--- src/rtl/spi_slave_regif.sv ---
// SPI mode-0 target: 16-bit header (RNW + address) followed by DATA_W-bit words -> register strobes.
// Optional macro SPI_ADDR_AUTOINC_EN: reg_addr advances by one after every data word.
module spi_slave_regif #(
  parameter int ADDR_W   = 8,
  parameter int DATA_W   = 32,
  parameter int SYNC_STG = 2
) (
  input  logic              clk,
  input  logic              rst,
  input  logic              spi_sclk,
  input  logic              spi_cs_n,
  input  logic              spi_mosi,
  output logic              spi_miso,
  output logic [ADDR_W-1:0] reg_addr,
  output logic [DATA_W-1:0] reg_wdata,
  output logic              reg_wr_en,
  output logic              reg_rd_en,
  input  logic [DATA_W-1:0] reg_rdata,
  output logic              frame_err
);

  localparam int HDR_W = 16;
  localparam int CNT_W = $clog2((DATA_W > HDR_W ? DATA_W : HDR_W) + 1);

`ifdef SPI_ADDR_AUTOINC_EN
  localparam logic [ADDR_W-1:0] ADDR_INC = ADDR_W'(1);
`else
  localparam logic [ADDR_W-1:0] ADDR_INC = '0;
`endif

  typedef enum logic [1:0] {IDLE, HDR, WR, RD} state_t;

  state_t              state, state_nxt;
  logic [SYNC_STG-1:0] sclk_sync, cs_sync, mosi_sync;
  logic                sclk_prev;
  logic                sclk_s, cs_s, cs_prev, mosi_s;
  logic                sclk_rise, sclk_fall, cs_fall;
  logic [CNT_W-1:0]    bit_cnt;
  logic [HDR_W-2:0]    hdr_sh;
  logic [HDR_W-1:0]    hdr_full;
  logic [DATA_W-2:0]   rx_sh;
  logic [DATA_W-1:0]   tx_sh;
  logic                rd_cap;
  logic                hdr_done, word_done;

  assign sclk_s    = sclk_sync[SYNC_STG-1];
  assign cs_s      = cs_sync[SYNC_STG-1];
  assign mosi_s    = mosi_sync[SYNC_STG-1];
  assign sclk_rise = sclk_s & ~sclk_prev;
  assign sclk_fall = ~sclk_s & sclk_prev;
  assign cs_fall   = cs_prev & ~cs_s;
  assign hdr_full  = {hdr_sh, mosi_s};

  // NOTE: every clocked block uses non-blocking (<=) assignments so all flops update
  // together from pre-edge values; blocking (=) here would create ordering-dependent races.
  // CS syncs reset to "selected" so a CS held low through reset never looks like a new falling edge.
  always_ff @(posedge clk) begin
    if (rst) begin
      sclk_sync <= '0;
      cs_sync   <= '0;
      mosi_sync <= '0;
      sclk_prev <= 1'b0;
      cs_prev   <= 1'b0;
    end else begin
      sclk_sync <= {sclk_sync[SYNC_STG-2:0], spi_sclk};
      cs_sync   <= {cs_sync[SYNC_STG-2:0], spi_cs_n};
      mosi_sync <= {mosi_sync[SYNC_STG-2:0], spi_mosi};
      sclk_prev <= sclk_s;
      cs_prev   <= cs_s;
    end
  end

  always_ff @(posedge clk) begin
    if (rst) state <= IDLE;
    else     state <= state_nxt;
  end

  // NOTE: combinational blocks assign a default to every output first; a path that
  // leaves a variable unassigned would otherwise infer a latch.
  always_comb begin
    state_nxt = state;
    unique case (state)
      IDLE: if (cs_fall) state_nxt = HDR;
      HDR: begin
        if (cs_s)          state_nxt = IDLE;
        else if (hdr_done) state_nxt = hdr_full[HDR_W-1] ? RD : WR;
      end
      WR, RD: if (cs_s) state_nxt = IDLE;
    endcase
  end

  always_comb begin
    hdr_done  = 1'b0;
    word_done = 1'b0;
    spi_miso  = 1'b0;
    if (!cs_s && sclk_rise) begin
      hdr_done  = (state == HDR) && (bit_cnt == CNT_W'(HDR_W - 1));
      word_done = (state == WR || state == RD) && (bit_cnt == CNT_W'(DATA_W - 1));
    end
    if (state == RD) spi_miso = tx_sh[DATA_W-1];
  end

  always_ff @(posedge clk) begin
    if (rst) begin
      bit_cnt   <= '0;
      hdr_sh    <= '0;
      rx_sh     <= '0;
      tx_sh     <= '0;
      rd_cap    <= 1'b0;
      reg_addr  <= '0;
      reg_wdata <= '0;
      reg_wr_en <= 1'b0;
      reg_rd_en <= 1'b0;
      frame_err <= 1'b0;
    end else begin
      reg_wr_en <= 1'b0;
      reg_rd_en <= 1'b0;
      rd_cap    <= reg_rd_en;
      frame_err <= (state != IDLE) && cs_s && (bit_cnt != '0);
      if (reg_wr_en) reg_addr <= reg_addr + ADDR_INC;

      if (state == IDLE || cs_s) begin
        bit_cnt <= '0;
      end else if (sclk_rise) begin
        if (state == HDR) begin
          hdr_sh <= hdr_full[HDR_W-2:0];
          if (hdr_done) begin
            bit_cnt   <= '0;
            reg_addr  <= hdr_full[ADDR_W-1:0];
            reg_rd_en <= hdr_full[HDR_W-1];
          end else begin
            bit_cnt <= bit_cnt + CNT_W'(1);
          end
        end else begin
          rx_sh <= {rx_sh[DATA_W-3:0], mosi_s};
          if (word_done) begin
            bit_cnt <= '0;
            if (state == WR) begin
              reg_wdata <= {rx_sh, mosi_s};
              reg_wr_en <= 1'b1;
            end else begin
              reg_addr  <= reg_addr + ADDR_INC;
              reg_rd_en <= 1'b1;
            end
          end else begin
            bit_cnt <= bit_cnt + CNT_W'(1);
          end
        end
      end else if (sclk_fall && state == RD && bit_cnt != '0) begin
        // The fall right after a word boundary must not shift: the prefetched MSB is still pending.
        tx_sh <= {tx_sh[DATA_W-2:0], 1'b0};
      end

      if (rd_cap) tx_sh <= reg_rdata;
    end
  end

endmodule

--- config.mk ---
export PLATFORM = sky130hd
export DESIGN_NAME = spi_slave_regif
export DESIGN_NICKNAME = d
export VERILOG_FILES = /design/src/rtl/spi_slave_regif.sv
export SDC_FILE = /design/constraint.sdc
export NUM_CORES = 1
export LEC_CHECK = 0
export ABC_AREA = 1
export CORE_MARGIN = 3
export CORE_UTILIZATION = 31
export DETAILED_ROUTE_END_ITERATION = 8
export SLEW_MARGIN = 20
export SYNTH_ARGS = -nofsm -noshare
export SYNTH_HDL_FRONTEND = slang
export SYNTH_SLANG_ARGS = --single-unit
--- constraint.sdc ---
create_clock -name clk -period 1.5 [get_ports clk]
set_input_delay 0.3 -clock clk [delete_from_list [all_inputs] [get_ports clk]]
set_output_delay 0.3 -clock clk [all_outputs]
set_load 0.02 [all_outputs]
Yosys cells after proc, flatten, opt, wreduce, memory -nomap -nowiden
Index checks and enable logic that the tools add are counted.
{"block": "totals", "reg_bits": 138, "in_bits": 37}
{"block": "classes", "reduce_logical": 24, "n_bitwise": 10, "mux": 25, "n_eq_ne": 10, "add_sub_neg": 1}
{"operator": "32-bit two-way mux", "count": 4}
{"operator": "8-bit two-way mux", "count": 4}
{"operator": "6-bit two-way mux", "count": 3}
{"operator": "3-bit AND reduction", "count": 4}
{"operator": "1-bit two-way mux", "count": 9}
{"operator": "2-bit two-way mux", "count": 4}
{"operator": "1-bit logical AND", "count": 7}
{"operator": "1-bit NOT", "count": 7}
{"operator": "6-bit by 1-bit adder with 6-bit output (second input constant)", "count": 1}
{"operator": "6-bit by 4-bit == test with 1-bit output (second input constant)", "count": 1}
{"operator": "6-bit by 5-bit == test with 1-bit output (second input constant)", "count": 1}
{"operator": "2-bit inequality test (second input constant)", "count": 3}
{"operator": "2-bit one-hot mux with 3 select lines", "count": 1}
{"operator": "6-bit nonzero test", "count": 1}
{"operator": "5-bit AND reduction", "count": 1}
{"operator": "5-bit OR reduction", "count": 1}
{"operator": "2-bit == test (second input constant)", "count": 2}
{"operator": "4-bit AND reduction", "count": 1}
{"operator": "2-bit nonzero test", "count": 2}
{"operator": "2-bit OR reduction", "count": 2}
{"operator": "1-bit bitwise AND", "count": 3}
{"operator": "3-bit inequality test (second input constant)", "count": 1}
{"operator": "3-bit OR reduction", "count": 1}
{"operator": "2-bit by 1-bit == test with 1-bit output (second input constant)", "count": 1}
{"operator": "other kinds (4)", "count": 5}

Logic depth before layout (Yosys ltp)
Gate-level depths: netlist (run 1).
{"block": "logic_depth", "depth_word": 8, "mapped_depth": 10}

Worst setup path before layout (run 1)
Ideal clock, no wire load.
{"block": "synth_timing", "path_type": "reg2reg", "start": "register bit_cnt[0]", "end": "register reg_wdata[10]", "required_ns": 1.388, "path_slack_ns": 0.013, "stages_incl_launch_ff": 11, "synth_period_minus_slack_ns": 1.487, "t_arrival_ns": 1.376, "path_cell_list": "dfxtp_1 ha_1 nand2_1 inv_1 nand2_1 inv_1 and3_1 buf_2 buf_4 nor2_1 nor2_1"}
{"block": "synth_between", "elab_chain_len": 4}
{"element": "from (decl)", "line_no": "38", "text": "logic [CNT_W-1:0] bit_cnt;"}
{"element": "from (signal assigned)", "line_no": "132", "text": "bit_cnt <= bit_cnt + CNT_W'(1);"}
{"element": "from (signal assigned)", "line_no": "146", "text": "bit_cnt <= bit_cnt + CNT_W'(1);"}
{"element": "6-bit by 5-bit == test with 1-bit output", "line_no": "98", "text": "word_done = (state == WR || state == RD) && (bit_cnt == CNT_W'(DATA_W - 1));"}
{"element": "1-bit logical AND", "line_no": "98"}
{"element": "1-bit two-way mux", "line_no": "96", "text": "if (!cs_s && sclk_rise) begin"}
{"element": "5-bit AND reduction (no line)"}
{"element": "to (signal assigned)", "line_no": "139", "text": "reg_wdata <= {rx_sh, mosi_s};"}
{"element": "to (decl)", "line_no": "15", "text": "output logic [DATA_W-1:0] reg_wdata,"}
Every way passes these cells.
A chain may end at the register's enable or synchronous reset.

Worst setup path in the final report (run 1)
{"block": "layout_timing", "start": "register bit_cnt[0]", "end": "register reg_addr[7]"}
{"block": "layout_between", "elab_chain_len": 4}
{"element": "6-bit by 4-bit == test with 1-bit output", "line_no": "97", "text": "hdr_done = (state == HDR) && (bit_cnt == CNT_W'(HDR_W - 1));"}
{"element": "1-bit logical AND", "line_no": "97"}
{"element": "1-bit two-way mux", "line_no": "96"}
{"element": "4-bit AND reduction (no line)"}
{"element": "to (signal assigned)", "line_no": "120", "text": "if (reg_wr_en) reg_addr <= reg_addr + ADDR_INC;"}
{"element": "to (signal assigned)", "line_no": "129", "text": "reg_addr <= hdr_full[ADDR_W-1:0];"}
{"element": "to (signal assigned)", "line_no": "142", "text": "reg_addr <= reg_addr + ADDR_INC;"}
{"element": "to (decl)", "line_no": "14", "text": "output logic [ADDR_W-1:0] reg_addr,"}
Every way passes these cells.

==> results.ini, run 1 <==
[yosys]
synthCells=769
yosys.cell_types.count=27
yosysSeqAreaShare_pct=50.05
ys_warn_count=0
synthSimpleGateAreaFrac_pct=28.79
avgSynthCellArea_um2=7.179
synth_top_family_by_area=simple AND/OR/NAND/NOR gates
synthFlopType=dfxtp_1
synth_edf_count=0
ys_seq_elements=138
synth_xor_area_share_pct=0.3173
synthArstFlopShare_pct=0
synth_compound_area_share_pct=12.24
synth_fp_nets=808
syn-cell-area_um2=5520
synthMuxAreaShare_pct=0
yosys.area_share.adder_pct=0.4533

[critical_path]
crit_path_top_delay_cell=dfxtp_2
cp.required_ns=1.81
worst_path_most_repeated_cell=buf_6
path_class=reg -> reg
cp_max_fo=8
cp_slowest_stage_delay_ns=0.35
crit_family=buffers and inverters
worst-path-buf-inv=3
start_kind=flop
crit_path_end_kind=flop
worstPathArrival_ns=1.94
path_cells=buf_6, ha_4, nand2_4, buf_4, nor2_4, nand4_1, buf_6, o21ai_0, nor2_1

[global_routing]
grt_pass1_wl_um=23000
grtUsageTotal_pct=14.29
overflow=0
grt_max_degree=68
antenna_found_initial=0
grt_pass1_vias=4791

[pwr]
ir_worst_vdd_uv=746.6
power.leakage_nw=3.597
power.density_nw_per_um2=1023

[cts]
clock_sinks=138
cts_tree=built
postCtsHoldBufs=0
cts-htree-levels=4
cts_root_buf=clkbuf_16
clock_latency_ns=0.42
clk_pin_slew_ns=0.06
cts_buffers=17
clk_path_buf_depth=2

[timing]
rsz0062_at_grt=yes
fin_hold_ws_ns=0.2302
setup_slack_ns=-0.1308
fin_crit_sh_pct=108.7
tns_ns=-3.091
slew_viol_final=0
finClkSkew_ns=0.007412
setup_violations=64
hold_viol_final=0
worstMarginPinSlew_ns=0.5595
final.min_clock_period_ns=1.631
max_freq_mhz=613.2
slew_headroom_pct=62.70

[drt]
wl_met1_um=6591
first_iter_violations=245
final_antenna_net_count=0
wire_per_inst_um=13.20
wl_met2_um=7532
drc=0
top_layer_used=met4
vias_per_cell=4.645
drt-total-wl_um=14810
firstDrtPassIters=4
wl_met3_um=463
num_vias=5212

[cells_and_area]
nFillCells=1626
fin_area_um2=8364
nets=923
fin_cells=1122
post-route-util_pct=48.19
drive_gt1_share_pct=24.97
area_growth_pct=51.52
diodes=0

[floorplan]
dieArea_um2=19440
core-area_um2=17360
die_h_um=139.4
rows=48
initial_core_util_pct=31.81
ioPinCount=81
die_w_um=139.4

[min_path]
hold_path.class=in -> reg

[placement]
post_dp_cell_area_um2=6679
place_inst=1059
portBuffers=80
place.gp.congestion=0.7840
place_hpwl_um=8260

[flow_run]
maxCapViolCount=0

[outcome]
failed_checks=negative setup slack
status=finished with violations

## power breakdown
part           leakage (nW)  switching, mW  internal [mW]
registers              1.11         0.0126           3.69
logic                  2.18          0.182          0.156
clock network         0.307           1.70           2.82
## path summary, 6_finish.rpt
kind	slack [ns]	to	cells after the start	start
hold reg to reg	0.40	cs_sync[1]	2	cs_sync[0]
hold / removal	0.23	reg_wr_en	2	rst
setup / recovery	-0.13	reg_addr[7]	9	bit_cnt[0]
setup reg to reg	-0.13	reg_addr[7]	9	bit_cnt[0]
## layout by cell type, fill, tap and decap left out, types with 6 or more instances in the layout
master,count
nand3_2,30
nor2_1,114
nor2_4,6
nand2_2,16
nand3_4,8
dlygate4sd2_1,42
clkbuf_16,18
dfxtp_1,135
buf_12,9
a21oi_1,48
buf_16,6
o21ai_0,48
inv_2,8
buf_6,13
inv_1,54
nand3_1,31
nand2_4,17
nand2_1,150
clkdlybuf4s50_1,35
a21oi_2,24
buf_4,33
## state kept, by name, summed over array words and instances, names as in the netlist
name       count
sclk_sync      2
cs_prev        1
hdr_sh        15
tx_sh         32
reg_wdata     32
bit_cnt        6
mosi_sync      2
rd_cap         1
frame_err      1
rx_sh         31
reg_wr_en      1
state          2
reg_rd_en      1
sclk_prev      1
reg_addr       8
cs_sync        2
## synthesized netlist by cell type, drive strengths merged (2+ instances only)
cell / number / area, um^2
dfxtp: 138 / 2763
xor2: 2 / 17.52
a211oi: 4 / 30.03
ha: 2 / 25.02
o21ai: 51 / 255.2
nand4: 2 / 12.51
a21oi: 72 / 360.4
clkbuf: 30 / 112.6
nor2: 123 / 494.2
inv: 65 / 244.0
nand2: 184 / 698.2
nor3: 3 / 26.28
buf: 18 / 93.84
nand3: 69 / 345.3
## through the flow
step / setup WS (ns) / power [mW]
detailed placement: -0.02666 / 4.094
global placement: 0.01011 / 4.097
floorplan: 0.01279 / 3.939
finish: -0.1308 / 8.559
global route: -0.2791 / 8.838
CTS: -0.1039 / 8.614
## what timing repair did
item                                    in CTS  in global routing
pin swaps                                   42                 34
endpoints found under the setup margin     100                 83
cloned                                       8                  3
gates resized for setup                    113                122
buffers inserted                            18                  4
## final cells by class
cell class / count / area [um^2] / area share (%)
multi-input combinational: 519 / 2899 / 34.66
sequential: 138 / 2766 / 33.07
timing repair buffer: 143 / 1528 / 18.26
clock buffer: 17 / 425.4 / 5.086
tap: 225 / 281.5 / 3.366
inverter: 65 / 251.5 / 3.007
clock inverter: 15 / 212.7 / 2.543
## cells by family after synthesis
logic type,after synthesis
buffers and inverters,113
AOI/OAI and AO/OA,131
adders and majority gates,2
xor gates and xnor gates,2
and+or+nand+nor,383
DFF,138
## routing by layer
metal	vias to the layer above	GRT usage (%)
met1	2431	17.98
met3	18	3.368
met2	73	23.61
met4	0	5.819
li1	2690	-
met5	-	0
## worst register-to-register path, stage by stage (launching register included)
cell     delay, ns
dfxtp_2       0.35
buf_6         0.10
ha_4          0.14
nand2_4       0.06
buf_4         0.15
nor2_4        0.11
nand4_1       0.16
buf_6         0.18
o21ai_0       0.19
nor2_1        0.07
No activity file was read; power rests on OpenSTA's default activity.
==> inputs of run 2 (changes only) <==
--- a/config.mk
+++ b/config.mk
@@ -7,7 +7,7 @@
 export LEC_CHECK = 0
 export ABC_AREA = 1
 export CORE_MARGIN = 3
-export CORE_UTILIZATION = 31
+export CORE_UTILIZATION = 40
 export DETAILED_ROUTE_END_ITERATION = 8
 export SLEW_MARGIN = 20
 export SYNTH_ARGS = -nofsm -noshare
==> run 2 against run 1 <==
Compared with the run above: setup slack better by 0.099 ns; routed wire length is 6.7% lower; sequential share of layout area grew 2.1 points; die area decreased by 22%; first-iteration DRC count up 29%; worst hold slack better by 0.0073 ns; flip-flop and latch count unchanged; core utilization grew 11 points; the run still ends with negative setup slack left; total power fell by 3.1%; maximum frequency rose by 6.5%; critical path type unchanged; global-route usage up 2.8 points.
==> results.ini, run 2 (synthesis gave the netlist of run 1 again) <==
[placement]
place.gp.congestion=0.7724
place_inst=1005
portBuffers=80
place_hpwl_um=7934
post_dp_cell_area_um2=6618

[critical_path]
worst-path-buf-inv=3
path_class=reg -> reg
crit_path_end_kind=flop
cp.required_ns=1.79
path_cells=buf_6, inv_4, ha_4, nand4_1, nand2_2, nand2_4, clkbuf_16, nand2_2, a21oi_1
cp_slowest_stage_delay_ns=0.35
start_kind=flop
worstPathArrival_ns=1.82
cp_max_fo=7
crit_path_top_delay_cell=dfxtp_4
crit_family=simple AND/OR/NAND/NOR gates
worst_path_most_repeated_cell=nand2_2

[cells_and_area]
final_common_cell=nand2_1
top_regs=reg_wdata: 32 flops, tx_sh: 32 flops, rx_sh: 31 flops
diodes=0
drive_gt1_share_pct=20.46
area_growth_pct=42.79
post-route-util_pct=59.06
nets=901
final_cell_mix=147 x nand2_1, 134 x dfxtp_1, 115 x nor2_1
fin_area_um2=7883
fin_cells=1051

[timing]
fin_crit_sh_pct=102.1
worstMarginPinSlew_ns=0.3937
fin_hold_ws_ns=0.2375
rsz0062_at_grt=yes
slew_viol_final=0
setup_violations=16
hold_viol_final=0
max_freq_mhz=652.9
slew_headroom_pct=73.75
finClkSkew_ns=0.008056
final.min_clock_period_ns=1.532
setup_slack_ns=-0.03167
tns_ns=-0.2612

[drt]
firstDrtPassIters=5
vias_per_cell=4.876
drt-total-wl_um=13820
num_vias=5125
drc=0
wire_per_inst_um=13.15
first_iter_violations=315
wl_met3_um=517
wl_met1_um=6136
final_antenna_net_count=0
top_layer_used=met4
wl_met2_um=6910

[cts]
cts_root_buf=clkbuf_16
cts-htree-levels=4
clk_pin_slew_ns=0.06
clock_sinks=138
clock_latency_ns=0.42
cts_buffers=17
cts_tree=built
clk_path_buf_depth=2

[pwr]
ir_worst_vdd_uv=787.7
power.leakage_nw=3.402
power.density_nw_per_um2=1053

[global_routing]
grt_max_degree=63
antenna_found_initial=0
overflow=0
grt_pass1_vias=4555
grtUsageTotal_pct=17.08
grt_pass1_wl_um=20680

[floorplan]
rows=42
die_h_um=123.5
die_w_um=123.5
dieArea_um2=15250
ioPinCount=81
initial_core_util_pct=41.36
core-area_um2=13350

[outcome]
failed_checks=negative setup slack
status=finished with violations

[flow_run]
maxCapViolCount=0

[min_path]
hold_path.class=in -> reg

==> run 2: final cells by class <==
| type | instances | area [um^2] |
|---|---|---|
| Clock buffer | 18 | 439.2 |
| Inverter | 65 | 249.0 |
| Fill cell | 1228 | 5465 |
| Sequential cell | 138 | 2770 |
| Tap cell | 176 | 220.2 |
| Clock inverter | 14 | 168.9 |
| Timing Repair Buffer | 122 | 1295 |
| Multi-Input combinational cell | 518 | 2740 |
==> run 2: metrics by stage <==
stage | power [mW] | setup slack [ns]
after floorplan | 3.939 | 0.01279
after global placement | 4.090 | -0.009036
after detailed placement | 4.093 | -0.03581
after CTS | 8.366 | -0.05279
after global routing | 8.558 | -0.1362
final | 8.297 | -0.03167
==> run 2: where the power goes <==
group	internal, mW	switching [mW]
clock	2.66	1.61
sequential	3.69	0.0133
combinational	0.153	0.168
total	6.50	1.79
==> run 2: worst paths after layout <==
kind         cells past startpoint  slack, ns         end        from
max reg2reg                      9      -0.03   tx_sh[20]  bit_cnt[0]
max                              9      -0.03   tx_sh[20]  bit_cnt[0]
min reg2reg                      2       0.39  cs_sync[1]  cs_sync[0]
min                              2       0.24   hdr_sh[0]         rst
==> run 2: what timing repair did <==
action,CTS,global route
hold buffers,0,0
cloned,3,7
pin swaps,2,38
endpoints found under the hold margin,0,0
buffers inserted,2,4
endpoints found under the setup margin,96,77
gates resized for setup,63,113
==> run 2: per-layer routing <==
layer / vias to the layer above / track usage, %
met2: 97 / 28.68
met5: - / 0
met4: 0 / 8.166
met1: 2376 / 20.44
met3: 17 / 4.254
li1: 2635 / -
==> inputs of run 3 (changes only) <==
--- a/config.mk
+++ b/config.mk
@@ -9,6 +9,7 @@
 export CORE_MARGIN = 3
 export CORE_UTILIZATION = 40
 export DETAILED_ROUTE_END_ITERATION = 8
+export DONT_BUFFER_PORTS = 1
 export SLEW_MARGIN = 20
 export SYNTH_ARGS = -nofsm -noshare
 export SYNTH_HDL_FRONTEND = slang
==> run 3 against run 2 <==
Compared with the run above: the flow still finishes with violations (negative setup slack); routed wire length shrank 9.9%; via count shrank 7.5%; critical path type unchanged; core utilization shrank 8.0 points; die area is the same; critical endpoint is now reg_wdata[29]; final area shrank 14%; worst hold slack lost 0.18 ns; clock power shrank 2%.
==> results.ini, run 3 (synthesis gave the netlist of run 1 again) <==
[cts]
cts-htree-levels=4
clk_pin_slew_ns=0.05
clock_sinks=138
cts_tree=built
clock_latency_ns=0.41
clk_path_buf_depth=2
cts_buffers=17
cts_root_buf=clkbuf_16

[critical_path]
cp_slowest_stage_delay_ns=0.34
path_class=reg -> reg
start_kind=flop
worstPathArrival_ns=1.83
cp_max_fo=8
crit_start=bit_cnt[1]
r2r_start=bit_cnt[1]
crit_path_top_delay_cell=dfxtp_2
cp.required_ns=1.80
path_cells=ha_2, nand2_2, inv_2, nand2_2, nor3_4, buf_6, clkbuf_16, nand3_1, nand2_1, nor2_1
crit_family=simple AND/OR/NAND/NOR gates
worst-path-buf-inv=3
worst_path_most_repeated_cell=nand2_2
crit_path_end_kind=flop

[drt]
num_vias=4739
wire_per_inst_um=12.82
drc=0
vias_per_cell=4.881
drt-total-wl_um=12450
final_antenna_net_count=0
firstDrtPassIters=4
first_iter_violations=290

[timing]
finClkSkew_ns=0.006380
max_freq_mhz=656.6
setup_violations=22
slew_headroom_pct=72.66
hold_viol_final=0
worstMarginPinSlew_ns=0.4064
slew_viol_final=0
final.min_clock_period_ns=1.523
rsz0062_at_grt=yes
fin_hold_ws_ns=0.05728
setup_slack_ns=-0.02300
fin_crit_sh_pct=101.5

[placement]
place.gp.congestion=0.8764
post_dp_cell_area_um2=5802
place_hpwl_um=7700
portBuffers=0
place_inst=924

[pwr]
ir_worst_vdd_uv=665.9
power.leakage_nw=2.708
power.density_nw_per_um2=1192
total_power_mw=8.120

[outcome]
failed_checks=negative setup slack
status=finished with violations

[global_routing]
grt_pass1_wl_um=19910
antenna_found_initial=0
grt_pass1_vias=4417
grt_max_degree=66
grtUsageTotal_pct=16.37
overflow=0

[cells_and_area]
drive_gt1_share_pct=16.98
nets=822
final_common_cell=nand2_1
top_regs=reg_wdata: 32 flops, tx_sh: 32 flops, rx_sh: 31 flops
final_cell_mix=150 x nand2_1, 133 x dfxtp_1, 113 x nor2_1
diodes=0
fin_cells=971
area_growth_pct=23.39
fin_area_um2=6812

[flow_run]
maxCapViolCount=0

[min_path]
hold_start=reg_rdata[0]
hold_path.class=in -> reg

[floorplan]
ioPinCount=81
die_w_um=123.5
initial_core_util_pct=41.36
core-area_um2=13350
die_h_um=123.5
rows=42
dieArea_um2=15250

-- run 3: cell count changes in the layout (fill, tap and decap cells not counted), moves of 3 or more --
cell             previous run  this run
clkdlybuf4s50_1            35         0
clkbuf_1                    0         3
nand3_1                    36        68
a21oi_1                    66        69
inv_6                       3         0
dlygate4sd3_1               0         3
a21oi_2                     6         3
nand2_2                    20        31
nand3_2                    30         1
nand2_4                    17         3
dlygate4sd2_1              43         0
nand2_1                   147       150
nor2_2                      2         6
nand3_4                     3         0
-- run 3: worst register-to-register path, stage by stage, from the launching register on --
cell and delay [ns]:
dfxtp_2 0.34, ha_2 0.18, nand2_2 0.07, inv_2 0.07, nand2_2 0.07, nor3_4 0.21
buf_6 0.15, clkbuf_16 0.15, nand3_1 0.07, nand2_1 0.06, nor2_1 0.04
-- run 3: worst paths after layout --
path	endpoint	slack (ns)	cells after the start
worst max register to register	reg_wdata[29]	-0.02	10
worst min register to register	cs_sync[1]	0.40	2
worst min-delay path	tx_sh[0]	0.06	2
worst max-delay path	reg_wdata[29]	-0.02	10
-- run 3: per-layer routing --
| layer | global-route usage (%) | wire (um) | share of wire [%] |
|---|---|---|---|
| met1 | 19.93 | 5655 | 45 |
| met2 | 26.54 | 5996 | 48 |
| met3 | 5.535 | 603 | 4.8 |
| met4 | 6.713 | 191 | 1.5 |
| met5 | 0 | 0 | 0 |
-- run 3: final cells by class --
class | instances | area, um^2
clock buffers | 23 | 478.0
clock inverters | 8 | 117.6
fillers | 1307 | 6536
inverters | 65 | 249.0
multi-input cells | 519 | 2460
flip-flops and latches | 138 | 2769
well taps | 176 | 220.2
repair buffers | 42 | 518.0
-- run 3: metrics by stage --
stage	util [%]	setup slack (ns)	TNS [ns]
after global placement	43.47	-0.02140	-0.02140
after global routing	51.03	-0.1134	-5.303
after floorplan	-	0.01279	0
final	51.03	-0.02300	-0.2907
after CTS	48.83	-0.04711	-0.9309
after detailed placement	43.47	-0.1081	-1.595
-- run 3: repair_timing --
action / 4_1_cts / 5_1_grt
endpoints found under the setup margin: 57 / 82
cloned: 1 / 6
resized for setup: 10 / 62
hold buffers: 4 / 0
endpoints found under the hold margin: 45 / 0
buffers inserted: 2 / 4
pin swaps: 1 / 6
-- run 3: power breakdown --
part / leakage, nW / total, mW / switching, mW / internal, mW
Sequential: 1.12 / 3.71 / 0.0153 / 3.69
Combinational: 1.30 / 0.217 / 0.143 / 0.0744
Clock: 0.293 / 4.20 / 1.47 / 2.73
